--- config.mk ---
export PLATFORM = sky130hd
export DESIGN_NAME = fb_rect_writer_flat
export DESIGN_NICKNAME = d
export VERILOG_FILES = /design/src/rtl/fb_rect_writer_if.sv /design/src/rtl/fb_rect_writer.sv /design/src/flat_wrapper.sv
export SDC_FILE = /design/constraint.sdc
export NUM_CORES = 1
export LEC_CHECK = 0
export BUFFER_PORTS_ARGS = -buffer_cell sky130_fd_sc_hd__clkbuf_2
export CORE_MARGIN = 1.5
export CORE_UTILIZATION = 35
export CTS_BUF_LIST = sky130_fd_sc_hd__clkbuf_8
export DETAILED_ROUTE_END_ITERATION = 10
export GPL_TIMING_DRIVEN = 0
export PLACE_DENSITY = 0.47
export SYNTH_ARGS = -nofsm -noshare
export SYNTH_HDL_FRONTEND = slang
export SYNTH_SLANG_ARGS = --single-unit
--- constraint.sdc ---
create_clock -name clk -period 10.6 [get_ports clk]
set_input_delay 1.06 -clock clk [delete_from_list [all_inputs] [get_ports clk]]
set_output_delay 1.06 -clock clk [all_outputs]
set_load 0.01 [all_outputs]
--- src/rtl/fb_rect_writer_if.sv ---
// Command handshake and frame-buffer write bus for fb_rect_writer.
// FB_RECT_OUTLINE_EN adds the outline command bit.
interface fb_rect_writer_if #(
    parameter int AW = 15,
    parameter int DW = 3,
    parameter int XW = 8,
    parameter int YW = 7
);
    logic          start;
    logic [XW-1:0] x0;
    logic [YW-1:0] y0;
    logic [XW-1:0] w;
    logic [YW-1:0] h;
    logic [DW-1:0] color;
`ifdef FB_RECT_OUTLINE_EN
    logic          outline;
`endif
    logic          busy;
    logic          done;
    logic [AW-1:0] addr_in;
    logic [DW-1:0] data_in;
    logic          regwrite;

    modport master (
`ifdef FB_RECT_OUTLINE_EN
        output outline,
`endif
        output start, x0, y0, w, h, color,
        input  busy, done, addr_in, data_in, regwrite
    );

    modport slave (
`ifdef FB_RECT_OUTLINE_EN
        input  outline,
`endif
        input  start, x0, y0, w, h, color,
        output busy, done, addr_in, data_in, regwrite
    );
endinterface

--- src/rtl/fb_rect_writer.sv ---
// Clipped rectangle fill engine for the frame-buffer write port, one pixel per clock.
// Optional FB_RECT_OUTLINE_EN: draw only the unclipped rectangle's border.
module fb_rect_writer #(
    parameter int AW       = 15,
    parameter int DW       = 3,
    parameter int SCREEN_W = 160,
    parameter int SCREEN_H = 120,
    parameter int XW       = 8,
    parameter int YW       = 7
) (
    input  logic            clk,
    input  logic            reset,
    fb_rect_writer_if.slave bus
);
    localparam logic [1:0] IDLE   = 2'd0;
    localparam logic [1:0] SETUP  = 2'd1;
    localparam logic [1:0] FILL   = 2'd2;
    localparam logic [1:0] FINISH = 2'd3;

    localparam logic [XW:0] SW = (XW+1)'(SCREEN_W);
    localparam logic [YW:0] SH = (YW+1)'(SCREEN_H);

    logic [1:0]    state;
    logic [XW-1:0] x0_q, w_q, col, nxt_col;
    logic [YW-1:0] y0_q, h_q, row, nxt_row;
    logic [DW-1:0] color_q;
`ifdef FB_RECT_OUTLINE_EN
    logic          outline_q;
`endif
    logic [XW:0]   sum_x, xe_c, xe, span;
    logic [YW:0]   sum_y, ye_c, ye;
    logic [AW-1:0] addr, nxt_addr, row_step, start_addr;
    logic          empty, row_end, last, nxt_en;

    always_comb begin
        sum_x      = {1'b0, x0_q} + {1'b0, w_q};
        sum_y      = {1'b0, y0_q} + {1'b0, h_q};
        xe_c       = (sum_x > SW) ? SW : sum_x;
        ye_c       = (sum_y > SH) ? SH : sum_y;
        span       = xe_c - {1'b0, x0_q};
        start_addr = AW'(y0_q) * AW'(SCREEN_W) + AW'(x0_q);
        empty      = (w_q == '0) || (h_q == '0) || ({1'b0, x0_q} >= SW) || ({1'b0, y0_q} >= SH);
        row_end    = ({1'b0, col} == xe - 1'b1);
        last       = row_end && ({1'b0, row} == ye - 1'b1);

        // Address walks incrementally; the only multiply is the start address in SETUP.
        if (state == SETUP) begin
            nxt_col  = x0_q;
            nxt_row  = y0_q;
            nxt_addr = start_addr;
        end else if (row_end) begin
            nxt_col  = x0_q;
            nxt_row  = row + YW'(1);
            nxt_addr = addr + row_step;
        end else begin
            nxt_col  = col + XW'(1);
            nxt_row  = row;
            nxt_addr = addr + AW'(1);
        end

`ifdef FB_RECT_OUTLINE_EN
        nxt_en = !outline_q
              || (nxt_col == x0_q) || ({1'b0, nxt_col} == sum_x - 1'b1)
              || (nxt_row == y0_q) || ({1'b0, nxt_row} == sum_y - 1'b1);
`else
        nxt_en = 1'b1;
`endif
    end

    always_ff @(posedge clk) begin
        if (!reset) begin
            state        <= IDLE;
            bus.busy     <= 1'b0;
            bus.done     <= 1'b0;
            bus.regwrite <= 1'b0;
            bus.addr_in  <= '0;
            bus.data_in  <= '0;
            x0_q         <= '0;
            y0_q         <= '0;
            w_q          <= '0;
            h_q          <= '0;
            color_q      <= '0;
`ifdef FB_RECT_OUTLINE_EN
            outline_q    <= 1'b0;
`endif
            xe           <= '0;
            ye           <= '0;
            row_step     <= '0;
            col          <= '0;
            row          <= '0;
            addr         <= '0;
        end else begin
            case (state)
                IDLE: begin
                    bus.done <= 1'b0;
                    if (bus.start) begin
                        x0_q      <= bus.x0;
                        y0_q      <= bus.y0;
                        w_q       <= bus.w;
                        h_q       <= bus.h;
                        color_q   <= bus.color;
`ifdef FB_RECT_OUTLINE_EN
                        outline_q <= bus.outline;
`endif
                        bus.busy  <= 1'b1;
                        state     <= SETUP;
                    end
                end
                SETUP: begin
                    xe       <= xe_c;
                    ye       <= ye_c;
                    row_step <= AW'(SCREEN_W + 1) - AW'(span);
                    if (empty) begin
                        bus.busy <= 1'b0;
                        bus.done <= 1'b1;
                        state    <= FINISH;
                    end else begin
                        col          <= nxt_col;
                        row          <= nxt_row;
                        addr         <= nxt_addr;
                        bus.regwrite <= nxt_en;
                        if (nxt_en) begin
                            bus.addr_in <= nxt_addr;
                            bus.data_in <= color_q;
                        end
                        state <= FILL;
                    end
                end
                FILL: begin
                    if (last) begin
                        bus.regwrite <= 1'b0;
                        bus.busy     <= 1'b0;
                        bus.done     <= 1'b1;
                        state        <= FINISH;
                    end else begin
                        col          <= nxt_col;
                        row          <= nxt_row;
                        addr         <= nxt_addr;
                        bus.regwrite <= nxt_en;
                        if (nxt_en) begin
                            bus.addr_in <= nxt_addr;
                            bus.data_in <= color_q;
                        end
                    end
                end
                default: begin
                    bus.done <= 1'b0;
                    state    <= IDLE;
                end
            endcase
        end
    end
endmodule

--- src/flat_wrapper.sv ---
// flat-port wrapper written by rule: the top's interface ports become plain ports
module fb_rect_writer_flat 
#(
    parameter int AW       = 15,
    parameter int DW       = 3,
    parameter int SCREEN_W = 160,
    parameter int SCREEN_H = 120,
    parameter int XW       = 8,
    parameter int YW       = 7
)
  (clk, reset, bus_start, bus_x0, bus_y0, bus_w, bus_h, bus_color, bus_busy, bus_done, bus_addr_in, bus_data_in, bus_regwrite);
  fb_rect_writer_if #(.AW(AW), .DW(DW), .XW(XW), .YW(YW)) bus_i ();
  input  logic clk;
  input  logic reset;
  input wire logic [$bits(bus_i.start)-1:0] bus_start;
  input wire logic [$bits(bus_i.x0)-1:0] bus_x0;
  input wire logic [$bits(bus_i.y0)-1:0] bus_y0;
  input wire logic [$bits(bus_i.w)-1:0] bus_w;
  input wire logic [$bits(bus_i.h)-1:0] bus_h;
  input wire logic [$bits(bus_i.color)-1:0] bus_color;
  output wire logic [$bits(bus_i.busy)-1:0] bus_busy;
  output wire logic [$bits(bus_i.done)-1:0] bus_done;
  output wire logic [$bits(bus_i.addr_in)-1:0] bus_addr_in;
  output wire logic [$bits(bus_i.data_in)-1:0] bus_data_in;
  output wire logic [$bits(bus_i.regwrite)-1:0] bus_regwrite;
  assign bus_i.start = bus_start;
  assign bus_i.x0 = bus_x0;
  assign bus_i.y0 = bus_y0;
  assign bus_i.w = bus_w;
  assign bus_i.h = bus_h;
  assign bus_i.color = bus_color;
  assign bus_busy = bus_i.busy;
  assign bus_done = bus_i.done;
  assign bus_addr_in = bus_i.addr_in;
  assign bus_data_in = bus_i.data_in;
  assign bus_regwrite = bus_i.regwrite;
  fb_rect_writer #(.AW(AW), .DW(DW), .SCREEN_W(SCREEN_W), .SCREEN_H(SCREEN_H), .XW(XW), .YW(YW)) u_core (.clk(clk), .reset(reset), .bus(bus_i));
endmodule
# Word-level counts from Yosys, hierarchy flattened
# Index checks and enable logic that the tools add are counted.
dict set report word_totals {
  input_bits 36
  reg_bits 103
  elab_cells 90
  out_inout_bits 21
}
dict set report classes {
  eq_ne 9
  multipliers 1
  reduce_logical 15
  n_lt_le_gt_ge 4
  n_mux 34
  add_sub_neg 11
}
# operator count
set op_table {}
lappend op_table {{two-way mux 15 bit} 4}
lappend op_table {{two-way mux 8 bit} 5}
lappend op_table {{case mux 15 bit (2 select lines)} 1}
lappend op_table {{two-way mux 7 bit} 4}
lappend op_table {{case mux 8 bit (2 select lines)} 1}
lappend op_table {{adder 15 x 1 -> 15 bit (second input constant)} 1}
lappend op_table {{adder 15 bit} 1}
lappend op_table {{adder 15 x 8 -> 15 bit} 1}
lappend op_table {{case mux 7 bit (2 select lines)} 1}
lappend op_table {{multiplier 7 x 3 -> 10 bit (second input constant)} 1}
lappend op_table {{subtractor 8 x 9 -> 10 bit (first input constant)} 1}
lappend op_table {{adder 8 x 8 -> 9 bit} 1}
lappend op_table {{equality test 8 x 9 -> 1 bit} 1}
lappend op_table {{greater-than comparator 9 x 8 -> 1 bit (second input constant)} 1}
lappend op_table {{two-way mux 9 bit} 1}
lappend op_table {{subtractor 9 x 1 -> 9 bit (second input constant)} 1}
lappend op_table {{subtractor 9 x 8 -> 9 bit} 1}
lappend op_table {{adder 7 x 7 -> 8 bit} 1}
lappend op_table {{adder 8 x 1 -> 8 bit (second input constant)} 1}
lappend op_table {{equality test 7 x 8 -> 1 bit} 1}
lappend op_table {{>= comparator 8 bit (second input constant)} 1}
lappend op_table {{greater-than comparator 8 x 7 -> 1 bit (second input constant)} 1}
lappend op_table {{logical NOT 8 bit} 1}
lappend op_table {{two-way mux 1 bit} 8}
lappend op_table {{other kinds (22)} 33}

# Logic depth before layout (Yosys ltp)
# Gate-level depths: netlist (run 1).
dict set report logic_depth {
  depth_word 6
  depth_mapped 21
  depth_no_buf 21
}

# Worst setup path after synthesis (run 1)
# OpenSTA, ideal clock, no wires.
dict set report synth_path {
  path_kind {register -> register}
  from {register u_core.x0_q[0]}
  to {register u_core.row_step[8]}
  t_required_ps 10526
  setup_ps 74
  period_less_slack_ps 4255
  slack_ps 6345
  arrival_ps 4181
  path_stages_with_launch 22
  path_buffers 0
  cell_sequence {dfxtp_1 ha_1 inv_1 fa_1 nor2b_1 o21ai_0 a21boi_0 o21ai_0 nand2b_1 mux2i_1 o31ai_1 nand2_1 ha_1 fa_1 nor2b_1 o21ai_0 a21boi_0 o21ai_0 a21boi_0 o22ai_1 a21o_1 a31oi_1}
}
dict set report synth_between {
  elab_chain_cells 5
}
# element line
set synth_lines {}
lappend synth_lines {{start, declared} fb_rect_writer.sv:24} ;# logic [XW-1:0] x0_q, w_q, col, nxt_col;
lappend synth_lines {{start signal, assigned} fb_rect_writer.sv:97} ;# x0_q <= bus.x0;
lappend synth_lines {{adder 8 x 8 -> 9 bit} fb_rect_writer.sv:36} ;# sum_x = {1'b0, x0_q} + {1'b0, w_q};
lappend synth_lines {{greater-than comparator 9 x 8 -> 1 bit} fb_rect_writer.sv:38} ;# xe_c = (sum_x > SW) ? SW : sum_x;
lappend synth_lines {{two-way mux 9 bit} fb_rect_writer.sv:38}
lappend synth_lines {{subtractor 9 x 8 -> 9 bit *} fb_rect_writer.sv:40} ;# span = xe_c - {1'b0, x0_q};
lappend synth_lines {{subtractor 8 x 9 -> 10 bit *} fb_rect_writer.sv:112} ;# row_step <= AW'(SCREEN_W + 1) - AW'(span);
lappend synth_lines {{end signal, assigned} fb_rect_writer.sv:112}
lappend synth_lines {{end, declared} fb_rect_writer.sv:32} ;# logic [AW-1:0] addr, nxt_addr, row_step, start_addr;
# Every way passes the cells marked *; elsewhere a longest branch is shown, timed or not.
# A chain may end at the register's enable or synchronous reset.

# Final worst setup path (run 1)
dict set report layout_path {
  from {register u_core.x0_q[0]}
  to {register u_core.row_step[7]}
}
# Same word-level chain as after synthesis.

==> results.txt, run 1 <==
Shortest clock period the worst path allows after layout: 5.26 ns. The required arrival time at the worst endpoint is 10.83 ns. The tools report the final core utilization as 0.401. The logs give 5 for the first-pass iteration count of the detailed router and 983 for the synthesized netlist net count. After detailed routing, the number of vias per cell comes to 5.18. The run gives 0.281 as the portion of the post-synthesis area used by sequential elements. The final period utilization was 0.496; the starting utilization of the core area was 0.358. The die span in x works out to 144 um.

TritonCTS built the clock tree. On the final layout, the worst clock skew is 0.0147 ns. The fraction of registers with async set or reset after synthesis is 0. In the routed design, unresolved DRC markers number 0. Buffer type at the clock tree root: clkbuf_8.

The cell type contributing the most total cell area after synthesis was dfxtp_1. IR analysis of the VDD net gives a maximum drop of 0.0944 mV. The logs give 0 for the count of pins over their slew limit and 297 for the DRC marker count from the first detailed-route iteration.

The core region is 0.0195 mm2. For the H-tree depth, the log shows 3. The die is 144 um tall.

The wire length of the first global-routing pass is 33700 um, and the switching component of the power is 919 uW. Number of buffers on the longest clock path: 2. STA classifies the critical path endpoint as a flop.

The synthesized design contains 98 register bits. The via count of the first global-routing pass is 5941, and the part of the power in the clock network is 0.149. The logs give 0.385 for the relative slew slack and 190 MHz for the maximum clock rate. The design draws 1960 uW. Once detailed placement completed, the half-perimeter wirelength came to 16200 um. The path category of the worst min-delay check is flop to flop.

In this run, post-CTS repair resized a total of 0 instances. The die covers 0.0208 mm2. The final total negative setup slack is 0 ns. The tools report the final wirelength as 21300 um. The setup path with the least slack is of type flop to flop. The run gives 0.569 as the part of the power in combinational logic.

During placement, the flow inserted port buffers numbering 55. The static leakage power was 0.00338 uW; the total overflow reported by the global router was 0. Average size of a mapped cell: 7.93 um2.

By area the synthesized netlist is led by dfxtp_1 (28%), ha_1 (11%), nand2_1 (5.7%), a21oi_1 (5.6%), xnor2_1 (4.0%). The run gives 0 as the number of routed nets with antenna violations. The share of final-layout standard cells stronger than drive strength 1 was 0.113.

The placement row count is 51. The most used flip-flop cell after synthesis is dfxtp_1. Average wire per cell in the routed design: 17.5 um. The area growth from synthesis to layout is 12.0%. The cell-internal power is 1040 uW, and the number of enable-type register cells in the synthesized netlist is 0.

Count of hold-fix buffers inserted at cts: 0. The tools report the final RePlAce weighted congestion as 0.811. The most instantiated library cell after synthesis was nand2_1.

Across the run, the number of max-cap violations was 0. Counting distinct cell types in the post-synthesis netlist gives 67. The number of buffers created by CTS came out at 9. After clock tree synthesis, the setup repair step added 0 buffers. The count of boundary I/O pins is 57, and the later-pin clock latency in the skew report is 0.38 ns.

For the pin with the worst max-slew slack, the measured transition is 0.914 ns. In this run the cell area of the synthesized design comes to 0.00699 mm2. For the sequential share of power, the log shows 0.282.

The detailed router placed 6300 vias in this run. Clock-pin slew was measured on the worst setup and hold paths at 0.10 ns. The maximum net fanout on the critical path was 6; the total number of clock tree sinks was 98. The largest net degree at the start of global routing was 18. The worst setup path is launched from a flop. The run gives 881 as the post-synthesis instance total. The antenna diode count is 0. After synthesis, the most frequently instantiated cells are nand2_1 (106), dfxtp_1 (98), a21oi_1 (78). Number of antenna violations at the first check in global routing: 0.

Setup repair after global routing left no endpoint under its margin. The total routing resource utilization after global routing was 0.214. The number of warnings printed during yosys synthesis is 0. The area share of the largest cell type after synthesis works out to 0.281. The flow ran to the end, and the final reports show no timing, DRC or antenna violations. The total number of nets in the final design is 1049, and the switching part of the total power is 0.469. In this run the power density over the cells is 250 mW/mm2. The data arrival at the endpoint of the critical path is 5.49 ns, and the count of endpoints failing setup in the final report is 0. The hold violation total from the final report came out at 0.
[power by group through the flow]
stage / Clock [uW] / Sequential [uW] / Combinational, uW
4_1_cts: 303 / 553 / 1120
5_1_grt: 315 / 565 / 1260
6_report: 292 / 553 / 1110
3_5_place_dp: 0 / 561 / 1110
3_3_place_gp: 0 / 562 / 1110
2_1_floorplan: 0 / 528 / 835
[through the flow]
stage          cells  hold WS, ns  worst slack (ns)  area (um2)
6_report        1217        0.463              5.34        7830
5_1_grt         1217        0.497              4.78        7830
4_1_cts         1217        0.466              5.38        7830
3_5_place_dp    1201        0.451              5.42        7600
3_3_place_gp    1201        0.449              5.51        7600
2_1_floorplan    881        0.436              6.34        6990
[layer usage]
metal | track usage | routed length [um] | up-vias
li1 | - | - | 3246
met1 | 0.312 | 10900 | 2884
met2 | 0.335 | 9230 | 153
met3 | 0.0235 | 1040 | 17
met4 | 0.0516 | 219 | 0
met5 | 0 | 0 | -
[layout make-up]
type	instances	area [um2]
flip-flops and latches	98	1960
multi-input cells	691	4650
well taps	265	332
fillers	2126	11700
repair buffers	55	275
clock inverters	6	95.1
inverters	49	184
plain buffers	43	195
clock buffers	10	138
[state kept, by name, indices dropped and copies added, names as in the netlist]
register and count:
u_core.bus.addr_in 15, u_core.row_step 10, u_core.xe 9, u_core.col 8
u_core.w_q 8, u_core.x0_q 8, u_core.ye 8, u_core.h_q 7
u_core.row 7, u_core.y0_q 7, u_core.bus.data_in 3, u_core.color_q 3
u_core.state 2, u_core.bus.busy 1, u_core.bus.done 1, u_core.bus.regwrite 1
[cells by family after synthesis]
group / Yosys count / share of synthesized area
AO/OA/AOI/OAI: 233 / 0.213
XOR/XNOR: 52 / 0.0652
adder cells (fa/ha/maj): 66 / 0.125
buffers and inverters: 92 / 0.0542
flip-flops: 98 / 0.281
multiplexers: 26 / 0.0394
AND/OR/NAND/NOR: 314 / 0.223
[cells in the final DEF, fill, tap and decap left out, drive strengths merged, types with 19 or more instances in the layout]
cell type | synthesis | routed
nand2 | 106 | 106
dfxtp | 98 | 98
clkbuf | 32 | 97
a21oi | 79 | 79
nor2 | 64 | 64
ha | 60 | 60
inv | 49 | 51
o21ai | 44 | 44
xnor2 | 32 | 32
nand3 | 31 | 31
nor2b | 22 | 22
xor2 | 20 | 20
mux2i | 20 | 20
nor3 | 19 | 19
[critical path, cell delays in order, from the launching register on]
cell and delay, ns:
dfxtp_1 0.56, ha_1 0.24, inv_1 0.06, fa_1 0.39
nor2b_1 0.13, o21ai_0 0.09, a21boi_0 0.45, o21ai_0 0.18
nand2b_1 0.16, mux2i_1 0.12, o31ai_1 0.60, nand2_1 0.13
ha_1 0.23, fa_1 0.39, nor2b_1 0.12, o21ai_0 0.11
a21boi_0 0.25, o21ai_0 0.15, a21boi_0 0.33, o22ai_1 0.19
xor2_1 0.17, a21oi_1 0.08
[path summary, 6_finish.rpt]
| kind | start | endpoint | slack, ns | cells after the start |
|---|---|---|---|---|
| setup / recovery | u_core.x0_q[0] | u_core.row_step[7] | 5.34 | 21 |
| hold / removal | u_core.color_q[2] | u_core.color_q[2] | 0.46 | 2 |
| setup reg to reg | u_core.x0_q[0] | u_core.row_step[7] | 5.34 | 21 |
| hold reg to reg | u_core.color_q[2] | u_core.color_q[2] | 0.46 | 2 |
Power figures use the tool's default switching activity.
==> run 2: changes to the inputs <==
--- a/config.mk
+++ b/config.mk
@@ -5,13 +5,14 @@
 export SDC_FILE = /design/constraint.sdc
 export NUM_CORES = 1
 export LEC_CHECK = 0
+export ABC_AREA = 1
 export BUFFER_PORTS_ARGS = -buffer_cell sky130_fd_sc_hd__clkbuf_2
 export CORE_MARGIN = 1.5
 export CORE_UTILIZATION = 35
 export CTS_BUF_LIST = sky130_fd_sc_hd__clkbuf_8
 export DETAILED_ROUTE_END_ITERATION = 10
 export GPL_TIMING_DRIVEN = 0
-export PLACE_DENSITY = 0.47
+export PLACE_DENSITY = 0.49
 export SYNTH_ARGS = -nofsm -noshare
 export SYNTH_HDL_FRONTEND = slang
 export SYNTH_SLANG_ARGS = --single-unit
==> constraint.sdc (replaced) <==
create_clock -name clk -period 4.75 [get_ports clk]
set_input_delay 0.475 -clock clk [delete_from_list [all_inputs] [get_ports clk]]
set_output_delay 0.475 -clock clk [all_outputs]
set_load 0.01 [all_outputs]
==> run 2 against run 1 <==
Compared with the run above:
- non-clock buffer count is 14 lower
- global-route usage is 0.70 points higher
- die area increased by 0.21%
- sequential cell count stayed put
- critical path type unchanged
- largest cell class unchanged
- via count is 8.3% higher
- count of clock-buffer cells in the layout unchanged
- wire length increased by 2.9%
- synthesized area up 0.21%
- core utilization fell by 0.17 points
- synthesized cell count up 21%
==> results.txt, run 2 <==
The final RePlAce weighted congestion was 0.877; the synthesized area was 0.00700 mm2. The logs give 0.0209 mm2 for the die footprint and 51 for the placement row count. The share of final-layout standard cells stronger than drive strength 1 is 0.0898, and the DRC marker count from the first detailed-route iteration is 397. Number of buffers created by CTS: 9. For the worst-skew pair, the clock arrives at the later sink with an insertion delay of 0.39 ns. The clock-pin slew on the worst setup and hold paths is 0.11 ns, and the sequential share of power is 0.249.

The tools report the total routing resource utilization after global routing as 0.221. The most instantiated library cell after synthesis is nand2_1. Yosys attributes the largest share of cell area to dfxtp_1 (28%), nand2_1 (12%), ha_1 (11%), nor2_1 (9.0%), o21ai_0 (7.5%).

The cell type contributing the most total cell area after synthesis was dfxtp_1. STA classifies the critical path endpoint as a flop. The total overflow reported by the global router is 0, and the number of flip-flops under the largest register name is 15.

The maximum clock rate was 244 MHz. Via count of the first global-routing pass: 6382. The final period utilization is 0.862. The count of cells in the finished layout, fillers not included, comes to 1401. The hold violation total from the final report came out at 0.

Entering global routing, the biggest net connects 17 pins. For the worst setup path, the data required time is 5.04 ns. Post-synthesis instance total: 1064. For the number of setup buffers added after CTS, the log shows 0.

In this run the power density over the cells is 688 mW/mm2. The tools report the number of warnings printed during yosys synthesis as 0. The routed design has 22000 um of wire. The HPWL after detailed placement is 17700 um. The run gives 5 as the first-pass iteration count of the detailed router.

The number of antenna violations at the first check in global routing came out at 0. Leaving out fill and tap cells, the most frequent cell in the layout is nand2_1. For the switching component of the power, the log shows 2860 uW. The run gives 0 as the max-capacitance violation count. In this run the tool buffered the top-level ports with 56 buffer cells. After detailed placement, the total cell area comes to 0.00762 mm2.

The synthesized netlist net count is 1166. The setup path with the least slack is of type flop to flop. The tools report the part of the power in combinational logic as 0.650.

Total number of clock tree sinks: 98. STA classifies the critical path startpoint as a flop. The count of pins over their slew limit was 0; the count of hold-fix buffers inserted at cts was 0. The clock period could shrink to 4.09 ns. The first global-routing pass estimated 34500 um of wire.

The fraction of registers with async set or reset after synthesis is 0, and the cell area after layout is 0.00779 mm2. The number of routed nets with antenna violations is 0, and the part of the power in the clock network is 0.101. The final hold slack was 0.326 ns; the number of enable-type register cells in the synthesized netlist was 0.

Dividing the detail-routed via count by the number of cells gives 4.87. The count of boundary I/O pins was 57; the area share of the largest cell type after synthesis was 0.280. After synthesis, the netlist uses 44 different library cells. The relative area change from synthesis to final layout works out to 11.3%. The number of placed instances, taps included, is 1385.

The slowest cell on the critical path is dfxtp_1. The number of gates given a new drive strength after cts was 0. The signal on the critical path passes through inv_1 > fa_1 > xnor2_1 > nor3_1 > nand2_1 > o21ai_0 > nand3_1 > nand2_1 > nand2_1 > ha_1 > fa_1 > nand3b_1 > nand2_1 > nand2_1 > and2_1 > nor2_1 > nand2_1 > nand2_1 > nand2_1 > nand2_1 > nand2_1 > o21ai_0 > inv_1.

Setup repair after global routing left no endpoint under its margin. TritonCTS built the clock tree. The die is 144 um tall. Across all layers, the routed design uses 6824 vias. The internal portion of the total power is 2500 uW. For the portion of the post-synthesis area used by sequential elements, the log shows 0.280.

The top cell types in the final layout, fill and taps aside, are nand2_1 (229), nor2_1 (168), inv_1 (116). The flow ran to the end, and the final reports show no timing, DRC or antenna violations. In the synthesized netlist the dominant register cell turns out to be dfxtp_1. Average wire per cell in the routed design: 15.7 um. The kind of cell with the highest combined delay along the critical path is simple AND/OR/NAND/NOR gates. Adding up every negative setup slack in the final design gives 0 ns.

In the final layout, the registers with the most flip-flops are u_core.bus.addr_in x15, u_core.row_step x10, u_core.xe x9. The worst setup slack after placement is 0.680 ns. Along the worst path, the maximum fanout reaches 6.

At the worst endpoint, the arrival time is 4.38 ns. Synthesis inferred 98 register bits. Buffer type at the clock tree root: clkbuf_8. The largest single stage delay on the critical path is 0.51 ns. The tools report the number of buffers on the longest clock path as 2. Most frequent cell on the critical path: nand2_1.

The run gives 0 as the count of endpoints failing setup in the final report. The number of buffers and inverters on the critical path was 2. A synthesized cell averages 6.58 um2. At the pin with the least slew margin, the transition time is 0.809 ns.

In the routed design, unresolved DRC markers number 0. The final setup slack of the worst path was 0.658 ns; the worst clock skew was 0.0122 ns. The switching part of the total power works out to 0.534.

The H-tree generated during clock tree synthesis spans 3 levels. After the last flow step, the layout net total stands at 1233. Across the VDD grid, the largest voltage drop is 0.190 mV. Register name with the most flops: u_core.bus.addr_in.

The die span in x came out at 144 um. In this run the worst hold path is classified as input pin to flop. In this run the standard cell core region covers 0.0195 mm2. The relative slew slack was 0.461.

The starting utilization of the core area was 0.359; the antenna diode count was 0. In the synthesized netlist, the cells that appear most often are nand2_1 (229), nor2_1 (168), inv_1 (116). The tools report the static leakage power as 0.00376 uW.
## run 2: changes by cell type in the layout (fill, tap and decap cells not counted), moves of 12 or more
| cell | change |
|---|---|
| inv_1 | +68 |
| nand2_1 | +123 |
| o21ai_0 | +63 |
| a31oi_1 | -12 |
| clkbuf_1 | -13 |
| nor2b_1 | -21 |
| nor2_1 | +104 |
| nand3_1 | +16 |
| and3_1 | -14 |
| a211oi_1 | -14 |
| mux2i_1 | -19 |
## run 2: worst min-delay path, stage by stage
cell      delay [ns]
clkbuf_2        0.07
o21ai_0         0.07
nor2_1          0.07
## run 2: cell families after synthesis
logic type               share of synthesized area
buffers and inverters                       0.0856
adder cells (fa/ha/maj)                      0.124
XOR/XNOR                                    0.0513
AO/OA/AOI/OAI                                0.162
flip-flops                                   0.280
AND/OR/NAND/NOR                              0.295
multiplexers                               0.00143
## run 2: power groups by stage
stage | combinational (uW) | clock, uW | sequential (uW)
floorplan | 2600 | 0 | 1290
global placement | 3480 | 0 | 1360
detailed placement | 3480 | 0 | 1360
CTS | 3500 | 554 | 1340
global route | 3980 | 587 | 1380
finish | 3480 | 539 | 1340
## run 2: final cells by class
cell class                      instances  area, um2
Multi-Input combinational cell        814       4440
Sequential cell                        98       1960
Buffer                                 28        131
Inverter                              124        468
Timing Repair Buffer                   56        280
Clock buffer                           10        138
Clock inverter                          6       41.3
Tap cell                              265        332
Fill cell                            2212      11700
## run 2: path summary, 6_finish.rpt
check / startpoint / endpoint / slack, ns / cells after the start
setup / recovery: u_core.x0_q[1] / u_core.row_step[7] / 0.66 / 23
hold / removal: bus_h[4] / u_core.h_q[4] / 0.33 / 3
setup reg to reg: u_core.x0_q[1] / u_core.row_step[7] / 0.66 / 23
hold reg to reg: u_core.ye[7] / u_core.ye[7] / 0.46 / 2
## run 2: metrics by stage
step                 util  total power [uW]
CTS                 0.399              5390
detailed placement  0.390              4830
global placement    0.390              4840
floorplan               -              3880
global route        0.399              5940
finish              0.399              5360
## run 2: metal layers
metal	track usage	wire length, um	up-vias
li1	-	-	3617
met1	0.300	10700	3085
met2	0.365	9990	96
met3	0.0212	729	26
met4	0.0760	512	0
met5	0	0	-
